==> src/rtl/seg7_pkg.sv <==
// Shared definitions for the 7-segment display monitor: segment indices,
// the hex decode table and the settle/hold state type.
package seg7_pkg;

    localparam int SEG_A  = 0;
    localparam int SEG_B  = 1;
    localparam int SEG_C  = 2;
    localparam int SEG_D  = 3;
    localparam int SEG_E  = 4;
    localparam int SEG_F  = 5;
    localparam int SEG_G  = 6;
    localparam int SEG_DP = 7;

    localparam logic [6:0] BLANK = 7'h00;

    // Entry i is the a..g pattern that displays hex digit i.
    localparam logic [6:0] DECODE_TABLE [16] = '{
        7'h3F, 7'h06, 7'h5B, 7'h4F, 7'h66, 7'h6D, 7'h7D, 7'h07,
        7'h7F, 7'h6F, 7'h77, 7'h7C, 7'h39, 7'h5E, 7'h79, 7'h71
    };

    typedef enum logic {
        SETTLE,
        HOLD
    } state_t;

endpackage

==> src/rtl/seg7_pattern_decode.sv <==
// Combinational a..g pattern to hex digit decoder; flags blank and
// unrecognised patterns, reporting value 0 for both.
module seg7_pattern_decode
    import seg7_pkg::*;
(
    input  logic [6:0] pattern,
    output logic [3:0] value,
    output logic       blank,
    output logic       invalid
);

    always_comb begin
        value   = 4'h0;
        blank   = (pattern == BLANK);
        invalid = (pattern != BLANK);
        for (int i = 0; i < 16; i++) begin
            if (pattern == DECODE_TABLE[i]) begin
                value   = 4'(i);
                invalid = 1'b0;
            end
        end
    end

endmodule

==> src/rtl/seg7_display_monitor.sv <==
// Watches a 7-segment bus, accepts patterns once stable, decodes them and
// checks they follow an up-count; results leave on a valid/ready stream.
module seg7_display_monitor
    import seg7_pkg::*;
#(
    parameter int STABLE_CYCLES = 4,
    parameter int CNT_BITS      = 3,
    parameter int ERR_W         = 8
) (
    input  logic             clk,
    input  logic             rst,
    input  logic [7:0]       seg_in,
    output logic             out_valid,
    input  logic             out_ready,
    output logic [3:0]       out_value,
    output logic             out_dp,
    output logic             out_blank,
    output logic             out_invalid,
    output logic             seq_err,
    output logic [ERR_W-1:0] seq_err_cnt,
    output logic [ERR_W-1:0] overrun_cnt
);

    state_t              state;
    state_t              state_next;
    logic [7:0]          prev_sample;
    logic [7:0]          last_emitted;
    logic [7:0]          stable_cnt;
    logic [7:0]          stable_cnt_next;
    logic                same;
    logic                accept;
    logic                emit;
    logic                drop;
    logic                is_digit;
    logic                new_seq_err;
    logic [3:0]          dec_value;
    logic                dec_blank;
    logic                dec_invalid;
    logic [CNT_BITS-1:0] prev_value;
    logic [CNT_BITS-1:0] prev_succ;
    logic                prev_known;

    seg7_pattern_decode u_decode (
        .pattern (seg_in[6:0]),
        .value   (dec_value),
        .blank   (dec_blank),
        .invalid (dec_invalid)
    );

    assign same = (seg_in == prev_sample);

    always_comb begin
        state_next      = state;
        stable_cnt_next = stable_cnt;
        accept          = 1'b0;
        case (state)
            SETTLE: begin
                if (!same) begin
                    stable_cnt_next = 8'd0;
                end else if (stable_cnt == 8'(STABLE_CYCLES - 1)) begin
                    accept          = 1'b1;
                    state_next      = HOLD;
                    stable_cnt_next = 8'd0;
                end else begin
                    stable_cnt_next = stable_cnt + 8'd1;
                end
            end
            HOLD: begin
                if (!same) begin
                    state_next      = SETTLE;
                    stable_cnt_next = 8'd0;
                end
            end
            default: begin
                state_next      = SETTLE;
                stable_cnt_next = 8'd0;
            end
        endcase
    end

    // Re-settling onto the pattern already reported is not a new result.
    assign emit        = accept && (seg_in != last_emitted);
    assign drop        = emit && out_valid && !out_ready;
    assign is_digit    = !dec_blank && !dec_invalid;
    assign prev_succ   = prev_value + CNT_BITS'(1);
    assign new_seq_err = is_digit && prev_known && (CNT_BITS'(dec_value) != prev_succ);

    always_ff @(posedge clk) begin
        if (rst) begin
            state       <= SETTLE;
            stable_cnt  <= 8'd0;
            prev_sample <= 8'd0;
        end else begin
            state       <= state_next;
            stable_cnt  <= stable_cnt_next;
            prev_sample <= seg_in;
        end
    end

    // Dropped results still advance the sequence reference and error count.
    always_ff @(posedge clk) begin
        if (rst) begin
            last_emitted <= 8'd0;
            prev_value   <= '0;
            prev_known   <= 1'b0;
            out_valid    <= 1'b0;
            out_value    <= 4'h0;
            out_dp       <= 1'b0;
            out_blank    <= 1'b0;
            out_invalid  <= 1'b0;
            seq_err      <= 1'b0;
            seq_err_cnt  <= '0;
            overrun_cnt  <= '0;
        end else if (emit) begin
            last_emitted <= seg_in;
            if (is_digit) begin
                prev_value <= CNT_BITS'(dec_value);
                prev_known <= 1'b1;
            end
            if (new_seq_err && (seq_err_cnt != '1)) begin
                seq_err_cnt <= seq_err_cnt + ERR_W'(1);
            end
            if (drop) begin
                if (overrun_cnt != '1) begin
                    overrun_cnt <= overrun_cnt + ERR_W'(1);
                end
            end else begin
                out_valid   <= 1'b1;
                out_value   <= dec_value;
                out_dp      <= seg_in[SEG_DP];
                out_blank   <= dec_blank;
                out_invalid <= dec_invalid;
                seq_err     <= new_seq_err;
            end
        end else if (out_valid && out_ready) begin
            out_valid <= 1'b0;
        end
    end

endmodule

==> config.mk <==
export PLATFORM = sky130hd
export DESIGN_NAME = seg7_display_monitor
export DESIGN_NICKNAME = d
export VERILOG_FILES = /design/src/rtl/seg7_pkg.sv /design/src/rtl/seg7_pattern_decode.sv /design/src/rtl/seg7_display_monitor.sv
export SDC_FILE = /design/constraint.sdc
export NUM_CORES = 1
export LEC_CHECK = 0
export ABC_AREA = 1
export CORE_UTILIZATION = 34
export CTS_CLUSTER_SIZE = 25
export DETAILED_ROUTE_END_ITERATION = 7
export PLACE_DENSITY_LB_ADDON = 0.12
export SYNTH_ARGS = -nofsm -noshare
export SYNTH_HDL_FRONTEND = slang
export SYNTH_SLANG_ARGS = --single-unit
==> constraint.sdc <==
create_clock -name clk -period 2.45 [get_ports clk]
set_clock_uncertainty 0.1 [all_clocks]
set_input_delay 0.49 -clock clk [delete_from_list [all_inputs] [get_ports clk]]
set_output_delay 0.49 -clock clk [all_outputs]
set_load 0.02 [all_outputs]
==> results of run 1 <==
[worst paths after layout]
path                      to  slack [ns]  cells past startpoint
min               prev_known        0.38                      1
max reg2reg   overrun_cnt[5]        0.39                     12
min reg2reg       prev_known        0.38                      1
max          last_emitted[3]        0.25                     11
[stage by stage]
stage          setup TNS [ns]  worst slack, ns  hold WS [ns]  instances
6_report                    0            0.252         0.377        594
3_5_place_dp            -5.39           -0.310         0.358        583
5_1_grt                     0           0.0685         0.399        594
4_1_cts                     0           0.0234         0.381        591
2_1_floorplan               0            0.459         0.341        412
3_3_place_gp            -4.68           -0.295         0.351        583
[worst max-delay path: stages]
cell and delay, ns:
clkdlybuf4s50_1 0.54, xnor2_1 0.16, nand2_1 0.07, nor2_1 0.12, nand3_1 0.13, nand2_1 0.12
nor2_4 0.07, buf_4 0.13, buf_4 0.18, o21ai_0 0.20, a21oi_1 0.07
[cell type report]
| cell class | instances | area, sq um |
|---|---|---|
| Multi-Input combinational cell | 295 | 1640 |
| Sequential cell | 54 | 1080 |
| Clock inverter | 1 | 5.00 |
| Clock buffer | 7 | 86.3 |
| Fill cell | 875 | 4490 |
| Inverter | 50 | 188 |
| Tap cell | 105 | 131 |
| Timing Repair Buffer | 82 | 724 |
[per-layer routing]
layer  GRT usage [%]  part of all wire (%)
met5               0                     0
met4            6.22                   1.7
met3            2.79                   2.7
met2            29.2                    47
met1            21.0                    49
[repair_timing]
item                                    in CTS  in global routing
buffers inserted                             0                  3
endpoints found under the setup margin       0                 18
resized for setup                            0                 17
[flip-flops by register name (all words and copies together), names as in the netlist, 3 cells and up]
name / flops
prev_sample: 8
last_emitted: 8
prev_value: 3
overrun_cnt: 8
out_value: 4
stable_cnt: 8
seq_err_cnt: 8
[power by group through the flow]
| stage | registers (W) | clock network, W | logic [W] |
|---|---|---|---|
| 2_1_floorplan | 0.000907 | 0 | 0.0000963 |
| 5_1_grt | 0.000888 | 0.000583 | 0.000185 |
| 3_5_place_dp | 0.000908 | 0 | 0.000165 |
| 4_1_cts | 0.000887 | 0.000550 | 0.000165 |
| 3_3_place_gp | 0.000908 | 0 | 0.000164 |
| 6_report | 0.000887 | 0.000529 | 0.000167 |
[Yosys cell counts (all sizes together)]
library cell / count
xnor2: 12
a211oi: 3
clkbuf: 5
o21a: 2
nand2: 79
inv: 50
nor3: 9
nand3b: 2
or2: 3
o21bai: 2
a221oi: 3
buf: 8
xor2: 8
o21ai: 28
nand3: 24
nor3b: 1
nand4: 13
ha: 4
dfxtp: 54
nor2: 75
a21oi: 27
[cells by family (layout without fill, tap and decap cells)]
group,after synthesis,count (layout),synth area share [%]
flops,54,54,36.4
buf+inv,63,140,9.52
compound gates,65,65,11.9
xor+xnor,20,20,5.90
simple gates,206,206,34.6
fa+ha+maj,4,4,1.68
[layout by cell type, fill, tap and decap left out, types with 2 or more instances in the layout]
| cell type | Yosys | routed |
|---|---|---|
| nand2_1 | 70 | 69 |
| nor2_1 | 59 | 57 |
| dfxtp_1 | 54 | 54 |
| buf_4 | 2 | 46 |
| inv_1 | 43 | 43 |
| clkdlybuf4s50_1 | 0 | 28 |
| a21oi_1 | 27 | 27 |
| o21ai_0 | 26 | 24 |
| nand3_1 | 17 | 17 |
| xnor2_1 | 12 | 12 |
| nand4_1 | 12 | 12 |
| nor2_2 | 12 | 11 |
| nand2_2 | 8 | 9 |
| nor3_1 | 9 | 9 |
| xor2_1 | 8 | 8 |
| inv_2 | 7 | 7 |
| dlymetal6s2s_1 | 0 | 7 |
| nor2_4 | 3 | 6 |
| clkbuf_8 | 0 | 6 |
| nand3_2 | 5 | 4 |
| o21ai_1 | 2 | 4 |
| ha_1 | 4 | 4 |
| nand3_4 | 2 | 3 |
| a211oi_1 | 3 | 3 |
| a221oi_1 | 3 | 3 |
| or2_2 | 2 | 2 |
| nand3b_1 | 2 | 2 |
| o21bai_1 | 2 | 2 |
| o21a_1 | 2 | 2 |
==> results.py, run 1 <==
metrics = {
    "status": {
        "status": "complete, no violations",
    },
    "cts": {
        "cts_tree": "done",
        "cts_sinks": 54,
        "cts_htree_levels": 2,
        "clk_latency_ns": 0.31,
        "cts_buffers": 5,
        "clk_path_buf_depth": 2,
        "cts-root-buf": "clkbuf_8",
        "clk_pin_slew_ns": 0.09,
        "cts_hold_buf": 0,
    },
    "cells_and_area": {
        "fin_util_pct": 46.2,
        "syn_to_final_growth_pct": 29.7,
        "drive_gt1_share_pct": 20.2,
        "fin_area_sq_um": 3850,
        "diodes": 0,
        "nNetsFinal": 503,
    },
    "die": {
        "die_w_um": 95.5,
        "io_pins": 36,
        "core_sq_um": 8340,
        "core.rowCount": 33,
        "start_util_pct": 35.6,
        "die_area_sq_um": 9110,
        "die_h_um": 95.5,
    },
    "power": {
        "p_leak_nw": 1.65,
        "irDropWorstVdd_mv": 0.175,
        "intPower_w": 0.00119,
        "p_per_area_nw_per_um2": 411,
        "p_clk_share_pct": 33.4,
        "p_comb_share_pct": 10.6,
        "p_total_w": 0.00158,
        "p_seq_share_pct": 56.0,
        "p_sw_share_pct": 24.9,
        "power_switching_w": 0.000394,
    },
    "timing": {
        "rsz0062_at_grt": "no",
        "slew_headroom_pct": 74.4,
        "max_slew.worst_pin.slew_ns": 0.381,
        "setup_violations": 0,
        "timing.final.hold_violations": 0,
        "min_period_ns": 2.20,
        "drv_slew": 0,
        "fmax_ghz": 0.455,
        "fin_crit_sh_pct": 89.7,
    },
    "synth": {
        "yosys_register_bits": 54,
        "seq_area_frac_synth_pct": 36.4,
        "synth_top_area_cell": "dfxtp_1",
        "synth_area_per_cell_sq_um": 7.21,
        "netlist_top_cells_area": "dfxtp_1 36%, nand2_1 8.8%, nor2_1 7.5%",
        "synthesis.instances": 412,
        "syn_area_sq_um": 2970,
        "synthDominantCellAreaShare_pct": 36.4,
        "syn_nets": 427,
        "synth_warnings": 0,
        "synthDistinctLibCells": 34,
    },
    "setup_path": {
        "timing.critical_path.from": "seg_in[7]",
        "crit_arrival_ns": 2.30,
        "crit_type": "input port to flop",
        "critPathLaunchType": "input port",
        "worst-endpoint-required_ns": 2.55,
        "r2r-start": "stable_cnt[0]",
        "endpoint_kind": "flop",
        "critPathMaxFanout": 16,
    },
    "global_routing": {
        "track_usage_pct": 16.9,
        "grt_pass1_vias": 2748,
        "grt_pass1_wl_um": 12100,
        "grt_max_degree": 20,
        "overflow": 0,
        "antenna_found_initial": 0,
    },
    "hold_path": {
        "hold_path_class": "flop to flop",
        "hold_path_startpoint": "prev_known",
    },
    "placement": {
        "place.gp.congestion": 0.841,
        "dp.final_hpwl_um": 5210,
        "post_dp_cell_area_sq_um": 3690,
        "port_buffers": 35,
    },
    "detailed_routing": {
        "wire_per_inst_um": 11.5,
        "firstDrtPassIters": 4,
        "avgViaCountPerCell": 4.61,
        "antenna_left": 0,
        "drc": 0,
        "drtIter0Drc": 69,
        "vias": 2740,
        "routed_wirelength_um": 6850,
    },
    "run": {
        "drv_cap": 0,
    },
}
Note: power is estimated with default switching activity, not from simulation.
==> run 2: changes to the inputs <==
--- a/config.mk
+++ b/config.mk
@@ -9,6 +9,7 @@
 export CORE_UTILIZATION = 34
 export CTS_CLUSTER_SIZE = 25
 export DETAILED_ROUTE_END_ITERATION = 7
+export GPL_TIMING_DRIVEN = 0
 export PLACE_DENSITY_LB_ADDON = 0.12
 export SYNTH_ARGS = -nofsm -noshare
 export SYNTH_HDL_FRONTEND = slang
==> results.py, run 2 (same netlist as run 1, synthesis figures left out) <==
metrics = {
    "placement": {
        "dp.final_hpwl_um": 5140,
        "port_buffers": 30,
        "dp_cells": 547,
        "place.gp.congestion": 0.848,
    },
    "global_routing": {
        "grt_util_met3_pct": 2.79,
        "grt_max_degree": 18,
        "track_usage_pct": 16.2,
        "grtUsageMet1_pct": 20.7,
        "grt-busiest-layer": "met2",
        "overflow": 0,
        "grt_pass1_wl_um": 11500,
        "use_met2_pct": 27.4,
        "antenna_found_initial": 0,
        "grt_pass1_vias": 2521,
    },
    "die": {
        "io_pins": 36,
        "core.rowCount": 33,
        "start_util_pct": 35.6,
        "die_h_um": 95.5,
        "core_sq_um": 8340,
        "die_w_um": 95.5,
        "die_area_sq_um": 9110,
    },
    "cells_and_area": {
        "diodes": 0,
        "regArea_sq_um": 1080,
        "final_common_cell": "nand2_1",
        "drive_gt1_share_pct": 13.3,
        "fill_cells": 894,
        "instances_no_fill": 555,
        "multi_input_area_sq_um": 1620,
        "syn_to_final_growth_pct": 18.5,
        "nNetsFinal": 464,
        "mostFrequentLayoutCells": "70 x nand2_1, 58 x nor2_1, 54 x dfxtp_1, 43 x inv_1, 28 x clkdlybuf4s50_1",
    },
    "power": {
        "p_per_area_nw_per_um2": 446,
        "p_seq_share_pct": 56.6,
        "power_switching_w": 0.000403,
        "irDropWorstVdd_mv": 0.192,
        "p_leak_nw": 1.40,
        "p_comb_share_pct": 8.5,
        "p_clk_share_pct": 34.9,
        "p_sw_share_pct": 25.7,
        "intPower_w": 0.00117,
    },
    "setup_path": {
        "crit_type": "input port to flop",
        "r2r-start": "stable_cnt[0]",
        "critPathLaunchType": "input port",
        "critPathMaxFanout": 10,
        "worst-endpoint-required_ns": 2.57,
        "r2r_end": "seq_err_cnt[6]",
        "crit_arrival_ns": 2.41,
        "regToRegSetupSlack_ns": 0.37,
        "rr_worst_depth": 9,
        "endpoint_kind": "flop",
    },
    "hold_path": {
        "hold_depth": 3,
        "hold_path_class": "input port to flop",
        "min_to": "prev_sample[3]",
        "hold_path_startpoint": "seg_in[3]",
    },
    "timing": {
        "min_period_ns": 2.30,
        "max_slew.worst_pin.slew_ns": 0.531,
        "fin_crit_sh_pct": 93.7,
        "slew_headroom_pct": 64.6,
        "timing.final.hold_violations": 0,
        "drv_slew": 0,
        "setup_violations": 0,
        "totalNegativeSetupSlack_ns": 0,
        "fmax_ghz": 0.435,
        "rsz0062_at_grt": "no",
    },
    "detailed_routing": {
        "vias": 2675,
        "routed_wirelength_um": 6810,
        "drc": 0,
        "drtIter0Drc": 89,
        "firstDrtPassIters": 4,
        "avgViaCountPerCell": 4.82,
        "antenna_left": 0,
        "wire_per_inst_um": 12.3,
    },
    "cts": {
        "cts_tree": "done",
        "cts_htree_levels": 2,
        "cts_buffers": 5,
        "clk_pin_slew_ns": 0.11,
        "cts_sinks": 54,
        "clk_path_buf_depth": 2,
        "cts-root-buf": "clkbuf_8",
        "post_cts_buffers": 0,
        "cts_hold_buf": 0,
        "clk_latency_ns": 0.31,
    },
    "run": {
        "drv_cap": 0,
    },
    "status": {
        "status": "complete, no violations",
    },
}
## run 2: timing repair
| action | in CTS | in global routing |
|---|---|---|
| setup endpoints to repair | 2 | 23 |
| pin swaps | 0 | 0 |
| resized for setup | 3 | 3 |
## run 2: area by class of cell
| cell class | instances | area share [%] |
|---|---|---|
| flip-flops and latches | 54 | 30.7 |
| repair buffers | 30 | 8.57 |
| clock buffers | 6 | 2.35 |
| multi-input cells | 295 | 46.1 |
| plain buffers | 13 | 2.70 |
| inverters | 50 | 5.33 |
| well taps | 105 | 3.73 |
| clock inverters | 2 | 0.462 |
## run 2: critical path, stage by stage
cell and delay (ns):
clkdlybuf4s50_1 0.56, xnor2_1 0.14, nand2_1 0.11, nor2_4 0.12, nand3_2 0.14, nor2_4 0.17, buf_2 0.24, nand4_1 0.18
o21ai_0 0.20, nor2_1 0.06
## run 2: per-stage QoR
step | util [%] | setup slack (ns) | cell area [sq um] | hold slack, ns | total power, W
final | 42.2 | 0.154 | 3520 | 0.343 | 0.00157
after detailed placement | 40.8 | -0.386 | 3400 | 0.379 | 0.00104
after global placement | 40.8 | -0.349 | 3400 | 0.350 | 0.00104
after global routing | 42.2 | 0.0138 | 3520 | 0.345 | 0.00165
after floorplan | - | 0.459 | 2970 | 0.341 | 0.00100
after CTS | 42.0 | 0.0448 | 3510 | 0.326 | 0.00160
## run 2: how the worst max path moves through the flow
stage,end,startpoint,slack (ns),cells past startpoint
floorplan,overrun_cnt[5],seg_in[5],0.46,13
global placement,seq_err_cnt[6],seg_in[1],-0.35,14
detailed placement,stable_cnt[5],seg_in[1],-0.39,10
CTS,seq_err_cnt[6],seg_in[0],0.04,11
global route,last_emitted[6],seg_in[7],0.01,10
finish,seq_err_cnt[6],seg_in[7],0.15,10
## run 2: routing by layer
| layer | vias to the layer above | wire, um |
|---|---|---|
| met4 | 0 | 85 |
| met5 | - | 0 |
| met3 | 8 | 217 |
| met1 | 1224 | 3230 |
| li1 | 1401 | - |
| met2 | 42 | 3280 |
## run 2: power by group through the flow
stage               sequential (W)  combinational, W  clock (W)
finish                    0.000887          0.000134   0.000548
global route              0.000889          0.000149   0.000608
CTS                       0.000887          0.000134   0.000575
detailed placement        0.000908          0.000134          0
global placement          0.000907          0.000134          0
floorplan                 0.000907         0.0000963          0
